## src/rtl/phy_rx_lane_deskew.sv

```systemverilog
// N-lane RX un-striper: each lane locks on COM, buffers in its own FIFO, and all lanes pop in lockstep.
// Registered output one edge after the last lane's byte lands; no backpressure, overflow or misalignment flushes and relocks.
module phy_rx_lane_deskew #(
    parameter int         LANES = 4,
    parameter int         DEPTH = 8,
    parameter logic [7:0] COM   = 8'hBC
) (
    input  logic               clk_f,
    input  logic               reset_L,
    input  logic [8*LANES-1:0] lane_data,
    input  logic [LANES-1:0]   lane_valid,
    output logic [8*LANES-1:0] data_out,
    output logic               valid_out,
    output logic               aligned,
    output logic               skew_err,
    output logic               fifo_ovf
);
    localparam int AW = $clog2(DEPTH);
    localparam int PW = AW + 1;

    typedef enum logic {SEARCH = 1'b0, RUN = 1'b1} state_t;

    state_t                   state_q, state_d;
    logic [LANES-1:0]         lock_q, lock_d;
    logic [LANES-1:0][PW-1:0] wr_ptr_q, wr_ptr_d;
    logic [LANES-1:0][PW-1:0] rd_ptr_q, rd_ptr_d;
    logic [PW-1:0]            skew_cnt_q, skew_cnt_d;
    logic [8*LANES-1:0]       data_q, data_d;
    logic                     valid_q, valid_d;
    logic                     skew_err_q, skew_err_d;
    logic                     fifo_ovf_q, fifo_ovf_d;
    logic [7:0]               mem_q [LANES][DEPTH];

    logic [LANES-1:0]         empty, full, wr_en, head_com;
    logic [8*LANES-1:0]       head_word;
    logic                     pop, flush;

    always_comb begin
        empty     = '0;
        full      = '0;
        wr_en     = '0;
        head_com  = '0;
        head_word = '0;
        for (int i = 0; i < LANES; i++) begin
            empty[i] = (wr_ptr_q[i] == rd_ptr_q[i]);
            full[i]  = (wr_ptr_q[i][AW-1:0] == rd_ptr_q[i][AW-1:0]) &&
                       (wr_ptr_q[i][AW] != rd_ptr_q[i][AW]);
            wr_en[i] = lane_valid[i] && lock_q[i];
            head_word[8*i +: 8] = mem_q[i][rd_ptr_q[i][AW-1:0]];
            head_com[i] = (mem_q[i][rd_ptr_q[i][AW-1:0]] == COM);
        end
    end

    always_comb begin
        state_d    = state_q;
        lock_d     = lock_q;
        wr_ptr_d   = wr_ptr_q;
        rd_ptr_d   = rd_ptr_q;
        skew_cnt_d = skew_cnt_q;
        data_d     = data_q;
        valid_d    = 1'b0;
        skew_err_d = 1'b0;
        fifo_ovf_d = 1'b0;
        pop        = 1'b0;

        // Space freed by a same-cycle pop is not usable by this write.
        if ((wr_en & full) != '0)
            fifo_ovf_d = 1'b1;

        if (state_q == SEARCH) begin
            for (int i = 0; i < LANES; i++) begin
                if (lane_valid[i] && !lock_q[i] && lane_data[8*i +: 8] == COM)
                    lock_d[i] = 1'b1;
            end
            if (&lock_q) begin
                state_d = RUN;
            end else if (|lock_q && !(&lock_d)) begin
                // skew_cnt_q holds edges since first lock, minus one
                if (skew_cnt_q == PW'(DEPTH - 2))
                    skew_err_d = 1'b1;
                else
                    skew_cnt_d = skew_cnt_q + PW'(1);
            end
        end else if (empty == '0) begin
            pop = 1'b1;
            if (&head_com) begin
                valid_d = 1'b0;
            end else if (|head_com) begin
                skew_err_d = 1'b1;
            end else begin
                data_d  = head_word;
                valid_d = 1'b1;
            end
        end

        for (int i = 0; i < LANES; i++) begin
            if (wr_en[i])
                wr_ptr_d[i] = wr_ptr_q[i] + PW'(1);
            if (pop)
                rd_ptr_d[i] = rd_ptr_q[i] + PW'(1);
        end

        flush = skew_err_d || fifo_ovf_d;
        if (flush) begin
            state_d    = SEARCH;
            lock_d     = '0;
            wr_ptr_d   = '0;
            rd_ptr_d   = '0;
            skew_cnt_d = '0;
            data_d     = data_q;
            valid_d    = 1'b0;
        end
    end

    always_ff @(posedge clk_f) begin
        if (!reset_L) begin
            state_q    <= SEARCH;
            lock_q     <= '0;
            wr_ptr_q   <= '0;
            rd_ptr_q   <= '0;
            skew_cnt_q <= '0;
            data_q     <= '0;
            valid_q    <= 1'b0;
            skew_err_q <= 1'b0;
            fifo_ovf_q <= 1'b0;
        end else begin
            state_q    <= state_d;
            lock_q     <= lock_d;
            wr_ptr_q   <= wr_ptr_d;
            rd_ptr_q   <= rd_ptr_d;
            skew_cnt_q <= skew_cnt_d;
            data_q     <= data_d;
            valid_q    <= valid_d;
            skew_err_q <= skew_err_d;
            fifo_ovf_q <= fifo_ovf_d;
        end
    end

    always_ff @(posedge clk_f) begin
        for (int i = 0; i < LANES; i++) begin
            if (reset_L && wr_en[i] && !flush)
                mem_q[i][wr_ptr_q[i][AW-1:0]] <= lane_data[8*i +: 8];
        end
    end

    assign data_out  = data_q;
    assign valid_out = valid_q;
    assign aligned   = (state_q == RUN);
    assign skew_err  = skew_err_q;
    assign fifo_ovf  = fifo_ovf_q;

endmodule

```

## config.mk

```make
export PLATFORM = sky130hd
export DESIGN_NAME = phy_rx_lane_deskew
export DESIGN_NICKNAME = d
export VERILOG_FILES = /design/src/rtl/phy_rx_lane_deskew.sv
export SDC_FILE = /design/constraint.sdc
export NUM_CORES = 1
export LEC_CHECK = 0
export ABC_AREA = 1
export BUFFER_PORTS_ARGS = -buffer_cell sky130_fd_sc_hd__buf_4
export CAP_MARGIN = 10
export CORE_ASPECT_RATIO = 2
export CORE_MARGIN = 4
export CORE_UTILIZATION = 60
export DETAILED_ROUTE_END_ITERATION = 7
export PLACE_DENSITY = 0.89
export SLEW_MARGIN = 0
export SYNTH_ARGS = -nofsm -noshare
export SYNTH_HDL_FRONTEND = slang
export SYNTH_SLANG_ARGS = --single-unit
```

## constraint.sdc

```tcl
create_clock -name clk_f -period 4.2 [get_ports clk_f]
set_input_delay 1.05 -clock clk_f [delete_from_list [all_inputs] [get_ports clk_f]]
set_output_delay 1.05 -clock clk_f [all_outputs]
set_load 0.005 [all_outputs]
```

==> results.toml <==
[clocking]
root_buffer = "clkbuf_16"
path_clk_slew_ns = 0.07
post_cts_buffers = 0
cts.htree.levels = 1
cts-resized-gates = 0
cts_tree = "done"
cts_buffer_depth = 3
cts_hold_buffers = 0
clock-sinks = 332
numCtsBuffers = 27
insertion_delay_ns = 0.56

[finish]
final_area_um2 = 16900
num-nets-final = 1795
num_antenna_cells = 0
utilization_pct = 68.4
area_growth_pct = 12.1
drive_above_1_share_pct = 10.2

[logic_synthesis]
synth_area_leader_cell = "edfxtp_1"
syn_area_per_cell_um2 = 8.99
syn_nets = 1721
syn_inst = 1673
synth_cell_types = 31
synth_edf_count = 256
synthesis.area_um2 = 15000
ys_seq_area_share_pct = 61.2
yosysWarnings = 0
yosysTopAreaCellShare_pct = 51.1
ys_ff_latch = 332
synthTopCellsByCount = "nand2_1, inv_1, edfxtp_1, nor2_1, nand3_1"
yosysMostFrequentCell = "nand2_1"
ys.flop_type = "edfxtp_1"
synthTopCellsByArea = "edfxtp_1, nand2_1, dfxtp_1"
async_reset_ff_share_pct = 0

[die]
die_area_um2 = 27800
rows = 81
core-area_um2 = 24600
start_util_pct = 61.1
die_x_um = 120
io-pin-count = 74
die_y_um = 232

[timing]
fin_skew_ns = 0.0189
slew_headroom_pct = 58.2
fin_setup_tns_ns = 0
post-route-period-util_pct = 88.8
setup_viol = 0
rsz0062_at_grt = "no"
timing.fmax_ghz = 0.268
fin_crit_ns = 3.73
setup_slack_ns = 0.469
max_slew.worst_pin.slew_ns = 0.627
hold_violations = 0
drv_slew = 0

[worst_hold_path]
hp-class = "register to register"
hp-start = "data_out[21]$_SDFFE_PN0P_"
holdPathEnd = "data_out[21]$_SDFFE_PN0P_"
hold_path_depth = 4

[global_route]
antenna_found_initial = 0
grt_use_total_pct = 24.3
grt_pass1_vias = 10900
grt_pass1_wl_mm = 53.2
grt-ovfl-total = 0
grt_max_degree = 50

[place]
io_buffers = 73
dp_hpwl_mm = 22.7
routabilityCongestion = 0.879
placed_area_um2 = 15900
place_ws_ns = 0.524

[power]
p_per_area_nw_per_um2 = 373
ir_drop_uv = 420
leakagePower_nw = 7.55

[setup_path]
start_kind = "register"
cp.arrival_ns = 3.93
crit_required_ns = 4.40
endpoint_kind = "register"
timing.rr.end = "mem_q[3][27]$_DFFE_PP_"
rr_worst_depth = 17
reg2reg_from = "rd_ptr_q[12]$_SDFFE_PP0P_"
r2r_slack_ns = 0.47
worstSetupPathType = "register to register"
path_max_fanout = 49

[detailed_routing]
drc = 0
wl_mm = 33.2
wl_per_cell_um = 15.8
ant_nets = 0
vias_per_cell = 5.23
drt-pass1-iter-count = 7
num_vias = 11000
drtIter0Drc = 956

[job]
cap_violations = 0

[run_status]
status = "completed"
## state kept, by name (all words and copies together), names as in the netlist
register	cells
aligned	1
data_out	32
fifo_ovf	1
lock_q	4
mem_q	256
rd_ptr_q	16
skew_cnt_q	4
skew_err	1
valid_out	1
wr_ptr_q	16
## where the power goes
group          internal [mW]  switching [mW]
Combinational         0.0308          0.0645
Sequential              3.53        0.000455
Clock                   1.50            1.16
Total                   5.06            1.23
## layout by cell type (no fill, tap or decap), drive strengths merged
cell type / synthesis / routed
nor2: 184 / 184
xor2: 32 / 32
inv: 271 / 273
bufinv: 0 / 5
a41oi: 1 / 1
buf: 55 / 113
edfxtp: 256 / 256
o31ai: 1 / 1
ha: 10 / 10
dfxtp: 76 / 76
nand2: 580 / 580
o21bai: 7 / 7
a21oi: 14 / 14
nor3b: 4 / 4
clkinv: 0 / 8
nand3b: 1 / 1
nand3: 122 / 122
clkinvlp: 0 / 6
nor3: 4 / 4
xnor2: 3 / 3
nand4: 22 / 22
clkbuf: 13 / 28
o21ai: 17 / 17
## through the flow
step,hold slack (ns),instances,power (mW)
5_1_grt,0.539,2099,6.46
4_1_cts,0.517,2099,6.31
6_report,0.516,2099,6.28
2_1_floorplan,0.495,1673,3.63
3_5_place_dp,0.504,2050,3.69
3_3_place_gp,0.502,2050,3.69
## cell families (layout without fill, tap and decap cells)
group | count (synthesis) | count (layout) | share of synthesized area (%)
compound gates | 40 | 40 | 1.49
xor+xnor | 35 | 35 | 2.04
fa+ha+maj | 10 | 10 | 0.832
buf+inv | 339 | 433 | 9.48
flops | 332 | 332 | 61.2
simple gates | 917 | 917 | 24.9
## critical path, stage by stage (launching register included)
cell and delay [ns]:
dfxtp_1 0.31, inv_1 0.31, buf_4 0.32, nand2_1 0.08, nand2_1 0.08, nand2_1 0.08, nand2_1 0.09, nand2_1 0.05
nand2_1 0.11, nand2_1 0.06, nor2_1 0.09, nand2_1 0.07, nor2_1 0.28, nand2_1 0.13, nand3_2 0.16, nand4_2 0.34
buf_12 0.33, nor2_2 0.43
## per-layer routing
layer / GRT usage, % / up-vias / part of all wire, %
met1: 25.4 / 5086 / 34
met5: 0 / - / 0
met3: 2.83 / 118 / 5.2
li1: - / 5349 / -
met2: 45.4 / 418 / 54
met4: 15.1 / 0 / 6.3
## cell type report
cell class              instances  area, um2
clock buffers                  28        679
fillers                      1736       7770
multi-input cells            1002       4400
inverters                     271       1030
repair buffers                113        861
flip-flops and latches        332       9210
well taps                     332        415
clock inverters                21        260
## worst max-delay path by stage
stage                                    startpoint                endpoint  slack (ns)  cells after the start
final                     rd_ptr_q[12]$_SDFFE_PP0P_  mem_q[3][27]$_DFFE_PP_        0.47                     17
after detailed placement              lane_data[19]  mem_q[0][31]$_DFFE_PP_        0.52                     10
after CTS                 rd_ptr_q[12]$_SDFFE_PP0P_  mem_q[3][27]$_DFFE_PP_        0.62                     17
after floorplan                       lane_data[19]  mem_q[0][40]$_DFFE_PP_        1.30                      9
after global placement                lane_data[19]  mem_q[3][27]$_DFFE_PP_        0.61                     10
after global routing      rd_ptr_q[12]$_SDFFE_PP0P_  mem_q[0][25]$_DFFE_PP_        0.21                     17
Note: power is estimated with default switching activity, not from simulation.
